==> config.mk <==
export PLATFORM = sky130hd
export DESIGN_NAME = dual_grant_decoder
export DESIGN_NICKNAME = d
export VERILOG_FILES = /design/src/rtl/dual_grant_decoder.sv
export SDC_FILE = /design/constraint.sdc
export NUM_CORES = 1
export LEC_CHECK = 0
export ABC_AREA = 1
export ABC_CLOCK_PERIOD_IN_PS = 2100
export CAP_MARGIN = 20
export CELL_PAD_IN_SITES_DETAIL_PLACEMENT = 0
export CELL_PAD_IN_SITES_GLOBAL_PLACEMENT = 1
export CORE_ASPECT_RATIO = 0.7
export CORE_MARGIN = 4
export CORE_UTILIZATION = 34
export DETAILED_ROUTE_END_ITERATION = 8
export GPL_TIMING_DRIVEN = 0
export PLACE_DENSITY = 0.8
export RECOVER_POWER = 100
export SLEW_MARGIN = 5
export SYNTH_ARGS = -nofsm -noshare
export SYNTH_HDL_FRONTEND = slang
export SYNTH_SLANG_ARGS = --single-unit
==> constraint.sdc <==
create_clock -name clk -period 2.1 [get_ports clk]
set_input_delay 0.315 -clock clk [delete_from_list [all_inputs] [get_ports clk]]
set_output_delay 0.315 -clock clk [all_outputs]
set_load 0.05 [all_outputs]
==> src/rtl/dual_grant_decoder.sv <==
// dual_grant_decoder: grants up to two requesters in priority order, one at a time.
// Holds each grant until ack or until TIMEOUT cycles pass, then moves on.
//
// Ports:
//   clk          rising-edge clock
//   rst          asynchronous active-high reset
//   load         accept a new index pair (only honoured while ready)
//   first        highest-priority requester index
//   first_valid  first is meaningful
//   second       second-priority requester index
//   second_valid second is meaningful
//   ack          granted requester has finished
//   ready        idle, a load will be accepted
//   grant        one-hot grant vector, zero when not granting
//   grant_valid  grant holds exactly one set bit
//   timeout      one-cycle pulse after a grant is dropped for lack of ack
//   err          one-cycle pulse after an accepted load had a bad valid index
module dual_grant_decoder #(
  parameter int N       = 12,
  parameter int TIMEOUT = 16,
  localparam int W  = (N > 1) ? $clog2(N) : 1,
  localparam int CW = (TIMEOUT > 1) ? $clog2(TIMEOUT) : 1
) (
  input  logic         clk,
  input  logic         rst,
  input  logic         load,
  input  logic [W-1:0] first,
  input  logic         first_valid,
  input  logic [W-1:0] second,
  input  logic         second_valid,
  input  logic         ack,
  output logic         ready,
  output logic [N-1:0] grant,
  output logic         grant_valid,
  output logic         timeout,
  output logic         err
);

  // One extra bit so N itself is representable when N is a power of two.
  localparam logic [W:0]    NLIM = (W+1)'(N);
  localparam logic [CW-1:0] CMAX = CW'(TIMEOUT - 1);

  typedef enum logic [1:0] {
    IDLE,
    GRANT_FIRST,
    GRANT_SECOND
  } state_t;

  state_t        state;
  state_t        state_nx;

  logic [W-1:0]  f_q;
  logic [W-1:0]  s_q;
  logic          s_ok_q;
  logic [CW-1:0] cnt_q;
  logic          to_q;
  logic          err_q;

  logic          f_rng;
  logic          s_rng;
  logic          f_use;
  logic          s_use;
  logic          bad;
  logic          accept;
  logic          granting;
  logic          expire;
  logic          hold_end;
  logic [W-1:0]  idx;

  // Index qualification on the incoming pair.
  always_comb begin
    f_rng  = {1'b0, first} < NLIM;
    s_rng  = {1'b0, second} < NLIM;
    f_use  = first_valid && f_rng;
    // A duplicate of a usable first would grant the same requester twice.
    s_use  = second_valid && s_rng &&
             !(f_use && (second == first));
    bad    = (first_valid && !f_rng) ||
             (second_valid && !s_rng);
  end

  always_comb begin
    accept   = load && (state == IDLE);
    granting = (state != IDLE);
    // Ack wins over expiry on the same edge.
    expire   = granting && !ack && (cnt_q == CMAX);
    hold_end = granting && (ack || (cnt_q == CMAX));
  end

  always_ff @(posedge clk or posedge rst) begin
    if (rst) begin
      state <= IDLE;
    end else begin
      state <= state_nx;
    end
  end

  always_comb begin
    state_nx = state;
    unique case (state)
      IDLE: begin
        if (accept) begin
          if (f_use) begin
            state_nx = GRANT_FIRST;
          end else if (s_use) begin
            state_nx = GRANT_SECOND;
          end
        end
      end
      GRANT_FIRST: begin
        if (hold_end) begin
          state_nx = s_ok_q ? GRANT_SECOND
                            : IDLE;
        end
      end
      GRANT_SECOND: begin
        if (hold_end) begin
          state_nx = IDLE;
        end
      end
      default: state_nx = IDLE;
    endcase
  end

  // Index pair is latched on every accepting edge, usable or not.
  always_ff @(posedge clk or posedge rst) begin
    if (rst) begin
      f_q    <= '0;
      s_q    <= '0;
      s_ok_q <= 1'b0;
    end else if (accept) begin
      f_q    <= first;
      s_q    <= second;
      s_ok_q <= s_use;
    end
  end

  // Hold counter: zero outside grants and on every grant change,
  // so it restarts on each entry and stops at CMAX.
  always_ff @(posedge clk or posedge rst) begin
    if (rst) begin
      cnt_q <= '0;
    end else if (!granting || hold_end) begin
      cnt_q <= '0;
    end else begin
      cnt_q <= cnt_q + CW'(1);
    end
  end

  always_ff @(posedge clk or posedge rst) begin
    if (rst) begin
      to_q  <= 1'b0;
      err_q <= 1'b0;
    end else begin
      to_q  <= expire;
      err_q <= accept && bad;
    end
  end

  // Outputs decode from state only, so reset clears them at once.
  always_comb begin
    idx = (state == GRANT_SECOND) ? s_q : f_q;
    grant = '0;
    for (int i = 0; i < N; i++) begin
      grant[i] = granting && (idx == W'(i));
    end
  end

  assign ready       = (state == IDLE);
  assign grant_valid = granting;
  assign timeout     = to_q;
  assign err         = err_q;

endmodule

### Word-level counts from Yosys, hierarchy flattened

Cells that the tools add are included.

* bits in writable memories: 0
* bits in latches: 0
* output and inout port bits: 16
* memory bits (read-only): 0
* register bits: 17
* logic and storage cells: 73
* input bits: 14
* memories kept: 0

* bitwise operators: 0
* equal/unequal tests: 19
* reduce and logical (&&, ||, !) cells: 35
* add/subtract/negate cells: 1
* magnitude comparators: 2
* divide/modulo/power cells: 0
* shift-type cells: 0
* mux-type cells: 9
* multiply operators: 0

Operator list (number)
* $logic_and 1x1->1: 23
* $eq 4x4->1 const B: 5
* $eq 4x3->1 const B: 4
* $mux 2: 6
* $eq 4x2->1 const B: 2
* $lt 4x4->1 const B: 2
* $mux 4: 2
* $pmux 2 s3: 1
* $logic_not 1->1: 5
* $add 4x1->4 const B: 1
* $eq 4x1->1 const B: 1
* $eq 4x4->1: 1
* $logic_not 4->1: 1
* $ne 2x2->1 const B: 2
* $reduce_and 4->1: 1
* $logic_or 1x1->1: 3
* $ne 3x1->1 const B: 1
* $eq 2x1->1 const B: 1
* $eq 2x2->1 const B: 1
* $logic_not 2->1: 1
* $ne 2x1->1 const B: 1
* $reduce_bool 2->1: 1

### Depth between registers and ports, before layout

* word-level depth: 9
* depth in mapped cells: 7
* gate-level depth less buffers: 7

### Worst setup path before layout

Ideal clock, no wire load.

* kind: reg2out
* from: register state[1]
* to: output port grant[0]
* stages on the path, launching flop included: 5
* arrival: 2.154 ns
* path buffers: 0
* setup slack: -0.369 ns
* data required time: 1.785 ns
* cells stage by stage: dfrtp_1 nor2_2 inv_2 nand3_1 nor3_1

* elaborated cells between the ends (all ways): 5
* those cells by class: 1 x eq/ne; 1 x mux; 3 x reduce/logical

RTL lines
* start, declared: RTL line 49 `state_t state;`
* start signal, assigned: RTL line 94 `state <= state_nx;`
* $reduce_bool 2->1: RTL line 84 `granting = (state != IDLE);`
* net grant_valid: RTL line 34 `output logic grant_valid,`
* $logic_and 1x1->1: RTL line 165 `grant[i] = granting && (idx == W'(i));`
* end, declared: RTL line 33 `output logic [N-1:0] grant,`

The timed path passes the listed nets, and every way through them passes these cells.

### Final worst setup path

* from: register state[1]
* to: output port grant[7]

* cells in the longest elaborated chain, start to end: 4
* elaborated cells between the ends (all ways): 5
* those cells by class: 2 x eq/ne; 1 x mux; 2 x reduce/logical

RTL lines
* $eq 2x2->1: RTL line 162 `idx = (state == GRANT_SECOND) ? s_q : f_q;`
* $mux 4: RTL line 162
* $eq 4x3->1: RTL line 165
* $logic_and 1x1->1 (*): RTL line 165

Mark *: on every way between the ends. The rest lies on a longest branch, timed or not.

==> impl_metrics.csv <==
group,metric,value,unit
place,numPortBuffers,29,
routing,firstDrtPassIters,4,
sta,worst_pin_slew,651.5,ps
final_layout,regArea,426.7,um^2
global_routing,antenna_found_initial,0,
final_layout,multi_input_area,479.2,um^2
flow_run,cap_violations,0,
synth,synth.most_common_cell,"nand2_1",
clock_tree,cts_sinks,17,
clock_tree,cts_tree,"done",
clock_tree,path_clk_slew,70,ps
final_layout,drive_gt1_share,19.53,%
sta,skew,1.060,ps
routing,vias,947,
synth,async_flop_share,100.0,%
power_and_ir_drop,total_power,1.732,mW
routing,first_iter_violations,21,
sta,fin_setup_tns,0,ps
routing,routedWlPerCell,11.43,um
synth,synth-edff-count,0,
power_and_ir_drop,peakVddDrop,562.1,uV
synth,syn_nets,151,
sta,relSlewSlack,56.52,%
clock_tree,clockBufferDepth,2,
setup_path,max_stage_delay,500,ps
routing,drc,0,
final_layout,finish.utilization,48.20,%
routing,finalWirelength,2343,um
place,placed_area,1318,um^2
setup_path,crit_path_end_kind,"output port",
sta,fmax,491.2,MHz
setup_path,criticalPathCategory,"flop to output port",
final_layout,fillerInstances,291,
final_layout,final_cells,205,
clock_tree,cts_root_buffer,"clkbuf_8",
clock_tree,clkLatencyLatePin,250,ps
synth,yosysSeqAreaShare,43.31,%
setup_path,worstPathArrival,1720,ps
synth,synth.area.top_cells,"dfrtp_1 (43%), nand2_1 (13%), nand3_1 (7.6%)",
synth,netlist_instances,136,
setup_path,path_cells,"nand2_4, nand2_1, o21ai_4, or2_4, nor2_2, clkbuf_4",
worst_hold_path,hold_path_class,"flop to flop",
synth,synth_seq_cells,17,
synth,synth_top_area_cell,"dfrtp_1",
clock_tree,htree_levels,1,
synth,synthFlopType,"dfrtp_1",
die,initial_core_util,35.30,%
clock_tree,hold_buffers,0,
place,gp_congestion,0.7764,
place,dp_hpwl,1836,um
final_layout,final_area,1341,um^2
sta,hold_viol,0,
setup_path,required,1780,ps
setup_path,crit_path_top_delay_cell,"dfrtp_1",
global_routing,grt_max_degree,18,
die,dieHeight,52.97,um
place,dpl_worst_slack,-268.8,ps
final_layout,insertedDiodeCount,0,
routing,via_per_inst,4.620,
global_routing,grt_usage,13.19,%
final_layout,nets,185,
setup_path,crit_path_start_kind,"flop",
sta,fin_crit,2036,ps
place,placed_cells,201,
global_routing,grt_first_pass_wirelength,3877,um
synth,synth_area,982.2,um^2
die,die_x,72.24,um
synth,yosys.cell_types.count,19,
global_routing,gr-total-overflow,0,
die,fp-row-count,16,
synth,syn_area_per_cell,7.222,um^2
sta,period_share,96.95,%
sta,setup-violations-final,0,
setup_path,worstPathMaxFanout,7,
routing,postRouteAntennaNets,0,
die,die_area,3827,um^2
synth,yosys-top-cells-count,"nand2_1 (35), dfrtp_1 (17), inv_1 (17), nand3_1 (15), nor2_1 (14)",
sta,slew_viol_final,0,
final_layout,area_growth,36.56,%
sta,holdWs,470.8,ps
power_and_ir_drop,power_leakage,0.6888,nW
die,core,2783,um^2
run_status,status,"complete, no violations",
clock_tree,post_cts_buffers,0,
die,io_pins,30,
clock_tree,cts_made_buffers,3,
synth,yosysWarnings,0,
sta,fin_ws,64.11,ps
power_and_ir_drop,powerDensity,1291,nW/um^2
synth,synth_top_area_share,43.31,%
global_routing,grt_pass1_vias,897,
==> flip-flops by register name, indices dropped and copies added (netlist names) <==
| name | cells |
|---|---|
| timeout | 1 |
| cnt_q | 4 |
| s_ok_q | 1 |
| s_q | 4 |
| state | 2 |
| err | 1 |
| f_q | 4 |
==> final cells by class <==
type / instances / share of cell area (%)
inverter: 22 / 6.157
buffer: 1 / 0.2798
clock buffer: 3 / 3.078
sequential: 17 / 31.81
clock inverter: 1 / 0.3731
timing repair buffer: 29 / 19.22
multi-input combinational: 96 / 35.73
tap: 36 / 3.358
==> worst paths after layout <==
path / end / slack (ps) / cells after the start / start
min in group asynchronous: cnt_q[1]$_DFF_PP0_ / 580 / 2 / rst
max in group asynchronous: state[0]$_DFFE_PP0P_ / 1060 / 2 / rst
max: grant[7] / 60 / 6 / state[1]$_DFFE_PP0P_
max reg2reg: s_q[0]$_DFFE_PP0P_ / 440 / 5 / state[1]$_DFFE_PP0P_
min reg2reg: cnt_q[0]$_DFF_PP0_ / 470 / 1 / cnt_q[0]$_DFF_PP0_
min: cnt_q[0]$_DFF_PP0_ / 470 / 1 / cnt_q[0]$_DFF_PP0_
==> layer usage <==
layer	track usage, %	vias to the layer above	share of wire, %
met3	5.693	0	10
met1	16.34	427	47
met5	0	-	0
li1	-	490	-
met2	21.75	30	42
met4	1.875	0	0
==> critical path, delay by kind of cell (launching register included) <==
kind            cells  cell delay [ps]
flops               1              500
buf+inv             1              230
compound gates      1               80
simple gates        4              660
==> timing repair <==
| action | CTS | global route |
|---|---|---|
| pin swaps | 0 | 0 |
| resized for setup | 67 | 21 |
| setup endpoints to repair | 14 | 12 |
==> logic make-up after synthesis <==
family,synth area share [%]
AO/OA/AOI/OAI,8.026
XOR/XNOR,3.568
adder cells (fa/ha/maj),1.274
buffers and inverters,8.917
flip-flops,43.31
AND/OR/NAND/NOR,34.90
==> cell usage in the layout, fill, tap and decap left out, drive strengths merged <==
cell            n
nand2          38
inv            22
nor2           19
dfrtp          17
nand3          15
clkdlybuf4s50  12
o21ai          11
clkbuf          9
buf             7
nor3            5
xnor2           3
dlygate4sd3     3
dlygate4sd2     2
a21oi           1
or2             1
xor2            1
o211ai          1
ha              1
clkinv          1
==> where the power goes <==
part / leakage, nW / internal [mW] / switching, mW / total [mW]
clock: 0.0255 / 0.132 / 0.114 / 0.246
combinational: 0.445 / 0.289 / 0.678 / 0.967
sequential: 0.219 / 0.436 / 0.0824 / 0.519
total: 0.689 / 0.857 / 0.874 / 1.73
(Power assumes the default switching activity.)
